<file path="src/rtl/conv_encoder_param.sv">
// Rate 1/N, constraint-length K convolutional encoder with a framed
// valid/ready stream interface and optional zero-tail termination.
module conv_encoder_param #(
    parameter int               K         = 3,
    parameter int               N         = 2,
    parameter logic [N*K-1:0]   GEN       = 6'b111_101,
    parameter int               FRAME_LEN = 8,
    parameter int               TAIL_EN   = 1
) (
    input  logic         i_clk,
    input  logic         i_rst,
    input  logic         i_start,
    input  logic         i_valid,
    input  logic         i_data,
    output logic         o_ready,
    output logic [N-1:0] o_data,
    output logic         o_valid,
    input  logic         i_ready,
    output logic         o_last,
    output logic         o_busy
);

    localparam int CNT_W  = $clog2(FRAME_LEN + 1);
    localparam int TAIL_W = $clog2(K);
    localparam int HIST_W = K - 1;

    localparam logic [CNT_W-1:0]  LAST_BIT  = CNT_W'(FRAME_LEN - 1);
    localparam logic [TAIL_W-1:0] LAST_TAIL = TAIL_W'(K - 2);

    typedef enum logic [1:0] {
        S_IDLE  = 2'd0,
        S_DATA  = 2'd1,
        S_TAIL  = 2'd2,
        S_DRAIN = 2'd3
    } state_t;

    state_t              r_state;
    state_t              w_state_nxt;
    logic [HIST_W-1:0]   r_hist;
    logic [CNT_W-1:0]    r_bit_cnt;
    logic [TAIL_W-1:0]   r_tail_cnt;
    logic [N-1:0]        r_data;
    logic                r_valid;
    logic                r_last;

    logic                w_room;
    logic                w_accept;
    logic                w_tail_load;
    logic                w_load;
    logic                w_in_bit;
    logic [K-1:0]        w_window;
    logic                w_data_done;
    logic                w_tail_done;
    logic                w_last_nxt;
    logic                w_consume;
    logic                w_frame_start;

    // One output bit per generator: parity of the window masked by its polynomial.
    function automatic logic [N-1:0] encode(input logic [K-1:0] win);
        logic [N-1:0] sym;
        sym = '0;
        for (int m = 0; m < N; m++) begin
            sym[m] = ^(win & GEN[m*K +: K]);
        end
        return sym;
    endfunction

    assign w_room        = !r_valid | i_ready;
    assign w_accept      = (r_state == S_DATA) & i_valid & w_room;
    assign w_tail_load   = (r_state == S_TAIL) & w_room;
    assign w_load        = w_accept | w_tail_load;
    assign w_consume     = r_valid & i_ready;
    assign w_frame_start = (r_state == S_IDLE) & i_start;
    assign w_data_done   = w_accept & (r_bit_cnt == LAST_BIT);
    assign w_tail_done   = w_tail_load & (r_tail_cnt == LAST_TAIL);
    assign w_window      = {w_in_bit, r_hist};

    // Input bit for the window: live data in DATA, injected zero otherwise.
    always_comb begin
        w_in_bit = 1'b0;
        if (w_accept) begin
            w_in_bit = i_data;
        end else begin
            w_in_bit = 1'b0;
        end
    end

    // The frame's final symbol is the last tail symbol, or the last data symbol when unterminated.
    always_comb begin
        w_last_nxt = 1'b0;
        if (TAIL_EN != 0) begin
            w_last_nxt = w_tail_done;
        end else begin
            w_last_nxt = w_data_done;
        end
    end

    // Next-state decode.
    always_comb begin
        w_state_nxt = r_state;
        case (r_state)
            S_IDLE: begin
                if (i_start) begin
                    w_state_nxt = S_DATA;
                end else begin
                    w_state_nxt = S_IDLE;
                end
            end
            S_DATA: begin
                if (w_data_done) begin
                    w_state_nxt = (TAIL_EN != 0) ? S_TAIL : S_DRAIN;
                end else begin
                    w_state_nxt = S_DATA;
                end
            end
            S_TAIL: begin
                if (w_tail_done) begin
                    w_state_nxt = S_DRAIN;
                end else begin
                    w_state_nxt = S_TAIL;
                end
            end
            S_DRAIN: begin
                if (w_consume & r_last) begin
                    w_state_nxt = S_IDLE;
                end else begin
                    w_state_nxt = S_DRAIN;
                end
            end
            default: w_state_nxt = S_IDLE;
        endcase
    end

    // State register.
    always_ff @(posedge i_clk) begin
        if (i_rst) begin
            r_state <= S_IDLE;
        end else begin
            r_state <= w_state_nxt;
        end
    end

    // History shifts and counters advance only when a symbol is loaded, so backpressure freezes them.
    always_ff @(posedge i_clk) begin
        if (i_rst) begin
            r_hist     <= '0;
            r_bit_cnt  <= '0;
            r_tail_cnt <= '0;
        end else if (w_frame_start) begin
            r_hist     <= '0;
            r_bit_cnt  <= '0;
            r_tail_cnt <= '0;
        end else if (w_load) begin
            r_hist <= w_window[K-1:1];
            if (w_accept) begin
                r_bit_cnt <= r_bit_cnt + CNT_W'(1);
            end else begin
                r_tail_cnt <= r_tail_cnt + TAIL_W'(1);
            end
        end else begin
            r_hist     <= r_hist;
            r_bit_cnt  <= r_bit_cnt;
            r_tail_cnt <= r_tail_cnt;
        end
    end

    // Output symbol register; a load wins over a consume so back-to-back symbols keep o_valid high.
    always_ff @(posedge i_clk) begin
        if (i_rst) begin
            r_data  <= '0;
            r_valid <= 1'b0;
            r_last  <= 1'b0;
        end else if (w_load) begin
            r_data  <= encode(w_window);
            r_valid <= 1'b1;
            r_last  <= w_last_nxt;
        end else if (w_consume) begin
            r_valid <= 1'b0;
            r_last  <= 1'b0;
        end else begin
            r_data  <= r_data;
            r_valid <= r_valid;
            r_last  <= r_last;
        end
    end

    assign o_data  = r_data;
    assign o_valid = r_valid;
    assign o_last  = r_last;
    assign o_busy  = (r_state != S_IDLE);
    assign o_ready = (r_state == S_DATA) & w_room;

endmodule
</file>
<file path="config.mk">
export PLATFORM = sky130hd
export DESIGN_NAME = conv_encoder_param
export DESIGN_NICKNAME = d
export VERILOG_FILES = /design/src/rtl/conv_encoder_param.sv
export SDC_FILE = /design/constraint.sdc
export NUM_CORES = 1
export LEC_CHECK = 0
export ABC_AREA = 1
export CAP_MARGIN = 20
export CORE_AREA = 2 2 44 46
export DETAILED_ROUTE_END_ITERATION = 16
export DIE_AREA = 0 0 46 48
export GPL_ROUTABILITY_DRIVEN = 0
export PLACE_DENSITY_LB_ADDON = 0.2
export SYNTH_ARGS = -nofsm -noshare
export SYNTH_HDL_FRONTEND = slang
export SYNTH_SLANG_ARGS = --single-unit
export TNS_END_PERCENT = 1
</file>
<file path="constraint.sdc">
create_clock -name i_clk -period 1.2 [get_ports i_clk]
set_clock_uncertainty 0.2 [all_clocks]
set_input_delay 0.18 -clock i_clk [delete_from_list [all_inputs] [get_ports i_clk]]
set_output_delay 0.18 -clock i_clk [all_outputs]
set_load 0.02 [all_outputs]
</file>
Word-level counts from Yosys, hierarchy flattened
Cells that the tools add are included.
{"block": "totals", "regBits": 14, "latch_bits": 0, "ram_bits": 0, "romBits": 0, "input_bits": 6, "wordCells": 44, "memories": 0}
{"block": "classes", "addsub": 2, "n_mul": 0, "div": 0, "order_cmp": 0, "eq_ne": 5, "shifts": 0, "muxes": 9, "n_bitwise": 12, "n_reduce_logical": 9}
{"cell": "1-bit bitwise AND", "count": 9}
{"cell": "2-bit one-hot mux with 4 select lines", "count": 1}
{"cell": "1-bit 2-to-1 mux", "count": 6}
{"cell": "3-bit XOR reduction", "count": 2}
{"cell": "4-bit by 1-bit adder with 4-bit output (second input constant)", "count": 1}
{"cell": "2-bit by 1-bit == test with 1-bit output (second input constant)", "count": 2}
{"cell": "2-bit == test (second input constant)", "count": 2}
{"cell": "4-bit by 3-bit == test with 1-bit output (second input constant)", "count": 1}
{"cell": "2-bit 2-to-1 mux", "count": 2}
{"cell": "2-bit AND reduction", "count": 2}
{"cell": "2-bit nonzero test", "count": 2}
{"cell": "2-bit by 1-bit adder with 2-bit output (second input constant)", "count": 1}
{"cell": "2-bit zero test", "count": 1}
{"cell": "1-bit bitwise OR", "count": 2}
{"cell": "2-bit OR reduction", "count": 1}
{"cell": "1-bit zero test", "count": 1}
{"cell": "1-bit NOT", "count": 1}

Depth between registers and ports, before layout
{"block": "logic_depth", "ltp_word": 6, "ltp_mapped": 8}

Least setup slack after synthesis
OpenSTA, ideal clock, no wires.
{"block": "synth_timing", "kind": "flip-flop to flip-flop", "start": "register r_valid, in the netlist o_valid", "end": "register r_data[0], in the netlist o_data[0]", "setup_time_ns": 0.113, "t_arrival_ns": 1.096, "slack_ns": -0.209, "path_stages_with_launch": 8, "synth_period_minus_slack_ns": 1.409, "path_cell_list": "dfxtp_1 -> inv_1 -> nor2_1 -> nor2_4 -> nand2_1 -> nand2_1 -> nor2_1 -> nor2_1"}
{"block": "synth_via", "elab_chain_len": 5}
{"item": "from (decl)", "line_no": "43", "text": "logic r_valid;"}
{"item": "from (signal assigned)", "line_no": "182", "text": "r_valid <= r_valid;"}
{"item": "1-bit zero test *", "line_no": "68", "text": "assign w_room = !r_valid | i_ready;"}
{"item": "1-bit bitwise OR *", "line_no": "68"}
{"item": "1-bit bitwise AND", "line_no": "69", "text": "assign w_accept = (r_state == S_DATA) & i_valid & w_room;"}
{"item": "1-bit 2-to-1 mux", "line_no": "81", "text": "if (w_accept) begin"}
{"item": "3-bit XOR reduction", "line_no": "63", "text": "sym[m] = ^(win & GEN[m*K +: K]);"}
{"item": "to (signal assigned)", "line_no": "174", "text": "r_data <= encode(w_window);"}
{"item": "to (signal assigned)", "line_no": "181", "text": "r_data <= r_data;"}
{"item": "to (decl)", "line_no": "42", "text": "logic [N-1:0] r_data;"}
Mark *: on every way between the ends. The rest lies on a longest branch, timed or not.
A chain may end at the register's enable or synchronous reset.

Worst setup path in the final report
{"block": "layout_timing", "start": "register r_valid, in the netlist o_valid", "end": "output o_ready"}
{"block": "layout_via", "elab_chain_len": 3}
{"item": "1-bit zero test", "line_no": "68"}
{"item": "1-bit bitwise OR", "line_no": "68"}
{"item": "1-bit bitwise AND", "line_no": "191", "text": "assign o_ready = (r_state == S_DATA) & w_room;"}
{"item": "to (decl)", "line_no": "15", "text": "output logic o_ready,"}
Every way passes these cells.

==> flow_summary.toml <==
[synth]
ys_ff_latch = 14
syn_nets = 112
synth_top_area_frac = 0.388
synth_area_per_cell_sq_um = 6.94
synthAdderAreaFrac = 0.0347
synth_mux_area_frac = 0
yosys_warnings = 0
yosys.area.top_type = "dfxtp_1"
syn-cell-area_sq_um = 722
synth_top_family_by_area = "simple AND/OR/NAND/NOR gates"
synth-main-ff-cell = "dfxtp_1"
synth_edf_count = 0
synth_compound_gate_area_share = 0.107
synthXorXnorAreaFrac = 0.0243
synthTopCellsByArea = "dfxtp_1 (39%), nand2_1 (11%), inv_1 (9.9%)"
yosysUniqueCellTypes = 21
syn_inst = 104
synthSimpleGateAreaFrac = 0.336
async_reset_ff_frac = 0
ys_seq_area_frac = 0.388

[timing]
worst_slack_ns = -0.235
tightest_slew_ns = 0.246
relSlewSlack = 0.836
fmaxAchievable_mhz = 697
rsz0062_at_grt = "yes"
finalSetupTns_ns = -2.67
timing.final.crit_share = 1.20
report.final.slew_viol_count = 0
period_needed_ns = 1.44
hold_viol = 0
setup_viol_count_final = 17

[worst_setup_path]
critPathBufInv = 2
timing.rr.end = "o_last"
worstRegToRegCells = 7
crit_path_start_kind = "flop"
crit_arrival_ns = 1.06
reg2reg_slack_ns = -0.21
cpMaxStageDelayCell = "dfxtp_2"
critPathMaxFanout = 2
cp_top_family = "flip-flops"
cpPeakStageDelay_ns = 0.34
criticalPathCategory = "reg -> out"
cp.depth = 4
cp_cell_sequence = "inv_2, nor2_4, nor3_4, buf_6"
endpoint_kind = "primary output"
cp_data_required_time_ns = 0.82
r2r-start = "r_state[0]"

[drt]
drt-initial-drc-count = 12
vias_per_cell = 4.95
wl_mm = 1.91
drc_errors = 0
num_vias = 772
first_pass_iters = 4
wire_per_inst_microns = 12.2
ant_nets = 0

[power_and_ir_drop]
powerDensity_mw_per_mm2 = 903
power_leakage_uw = 0.000544
finalPower_uw = 1050
ir_worst_vdd_mv = 0.728

[global_route]
grt_max_degree = 9
track_usage = 0.169
antenna_found_initial = 0
overflow = 0
grt_pass1_wl_mm = 2.64
grt_pass1_vias = 672

[die]
start_util = 0.427
die-area_sq_mm = 0.00221
core_sq_mm = 0.00169
rows = 15
die_h_microns = 48
die_w_microns = 46
ios = 12

[finish]
final_cell_mix = "inv_1 (17), buf_4 (17), nand2_1 (15)"
syn2layout_area_growth_pct = 61.5
nFillCells = 131
final_area_sq_mm = 0.00117
fin_nets = 148
diodes = 0
layout-drive-gt1-share = 0.424

[clocking]
clk_pin_slew_ns = 0.08
clock-sinks = 14
clock_path_buffers = 2
htree_num_levels = 1
cts_made_buffers = 3
clock_latency_ns = 0.28
root_buffer = "clkbuf_4"
cts_tree = "built"
ctsHoldBuffers = 0

[worst_hold_path]
whs_path_depth = 5
hp-start = "i_valid"
whs_endpoint = "r_state[1]"
min_path_type = "in -> reg"

[placement]
io_buffers = 11
dp.final_hpwl_mm = 1.22
dpl_cell_area_sq_um = 982

[job]
max_cap_viol_count = 0

[status]
violations = "negative setup slack"
status = "finished with violations"
logic make-up after synthesis:
kind of cell / after synthesis
AND/OR/NAND/NOR: 50
buffers and inverters: 21
AO/OA/AOI/OAI: 15
flip-flops: 14
XOR/XNOR: 2
adder cells (fa/ha/maj): 2
per-stage QoR:
| stage | util | setup slack [ns] | hold slack, ns | cells |
|---|---|---|---|---|
| after global routing | 0.690 | -0.277 | 0.225 | 156 |
| final | 0.690 | -0.235 | 0.207 | 156 |
| after global placement | 0.581 | -0.671 | 0.243 | 149 |
| after floorplan | - | -0.134 | 0.0491 | 104 |
| after detailed placement | 0.581 | -0.657 | 0.257 | 149 |
| after CTS | 0.619 | -0.198 | 0.268 | 155 |
metal layers:
layer,routed length (microns),global-route usage,vias up
met2,1030,0.297,22
met1,781,0.201,350
met5,0,0,-
met4,30,0.0857,0
met3,62,0.0226,4
li1,-,-,396
cells in the mapped netlist, types with 2 or more instances:
library cell and number:
inv_2 2, nand3b_1 2, nand3_2 2, dfxtp_1 14, nand3_1 9, o21ai_0 4
nand2_1 22, nor2_1 7, nor2_2 2, inv_1 19, ha_1 2, nand2_2 2
a21oi_1 9
cell type report:
class                      instances  area (sq um)  share of cell area
sequential                        14           287               0.246
clock buffer                       4          36.3              0.0311
tap                               17          21.3              0.0182
timing repair buffer              31           274               0.235
inverter                          21          88.8              0.0762
multi-input combinational         69           459               0.394
power breakdown:
part / switching, uW / internal (uW)
sequential: 11.5 / 477
clock: 158 / 185
combinational: 110 / 112
total: 280 / 774
worst max path at each step:
stage	from	endpoint	slack [ns]
CTS	o_valid	o_ready	-0.20
floorplan	r_state[0]	o_ready	-0.13
finish	o_valid	o_ready	-0.24
global route	o_valid	o_ready	-0.28
global placement	i_ready	o_ready	-0.67
detailed placement	i_ready	o_ready	-0.66
worst reg2reg max path, delay by kind of cell, from the launching register on:
| kind | cells | cell delay (ns) |
|---|---|---|
| simple gates | 3 | 0.34 |
| flops | 1 | 0.39 |
| buf+inv | 3 | 0.32 |
| compound gates | 1 | 0.06 |
what timing repair did:
action / 4_1_cts / 5_1_grt
setup endpoints to repair: 20 / 19
pin swaps: 3 / 10
setup buffers: 2 / 1
gates resized for setup: 39 / 36
cloned: 0 / 0
hold endpoints to repair: 0 / 0
flip-flops by register name, indices dropped and copies added, names as in the netlist:
register / count
o_valid: 1
r_tail_cnt: 2
r_hist: 2
o_data: 2
o_last: 1
r_bit_cnt: 4
r_state: 2
Power figures use the tool's default switching activity.
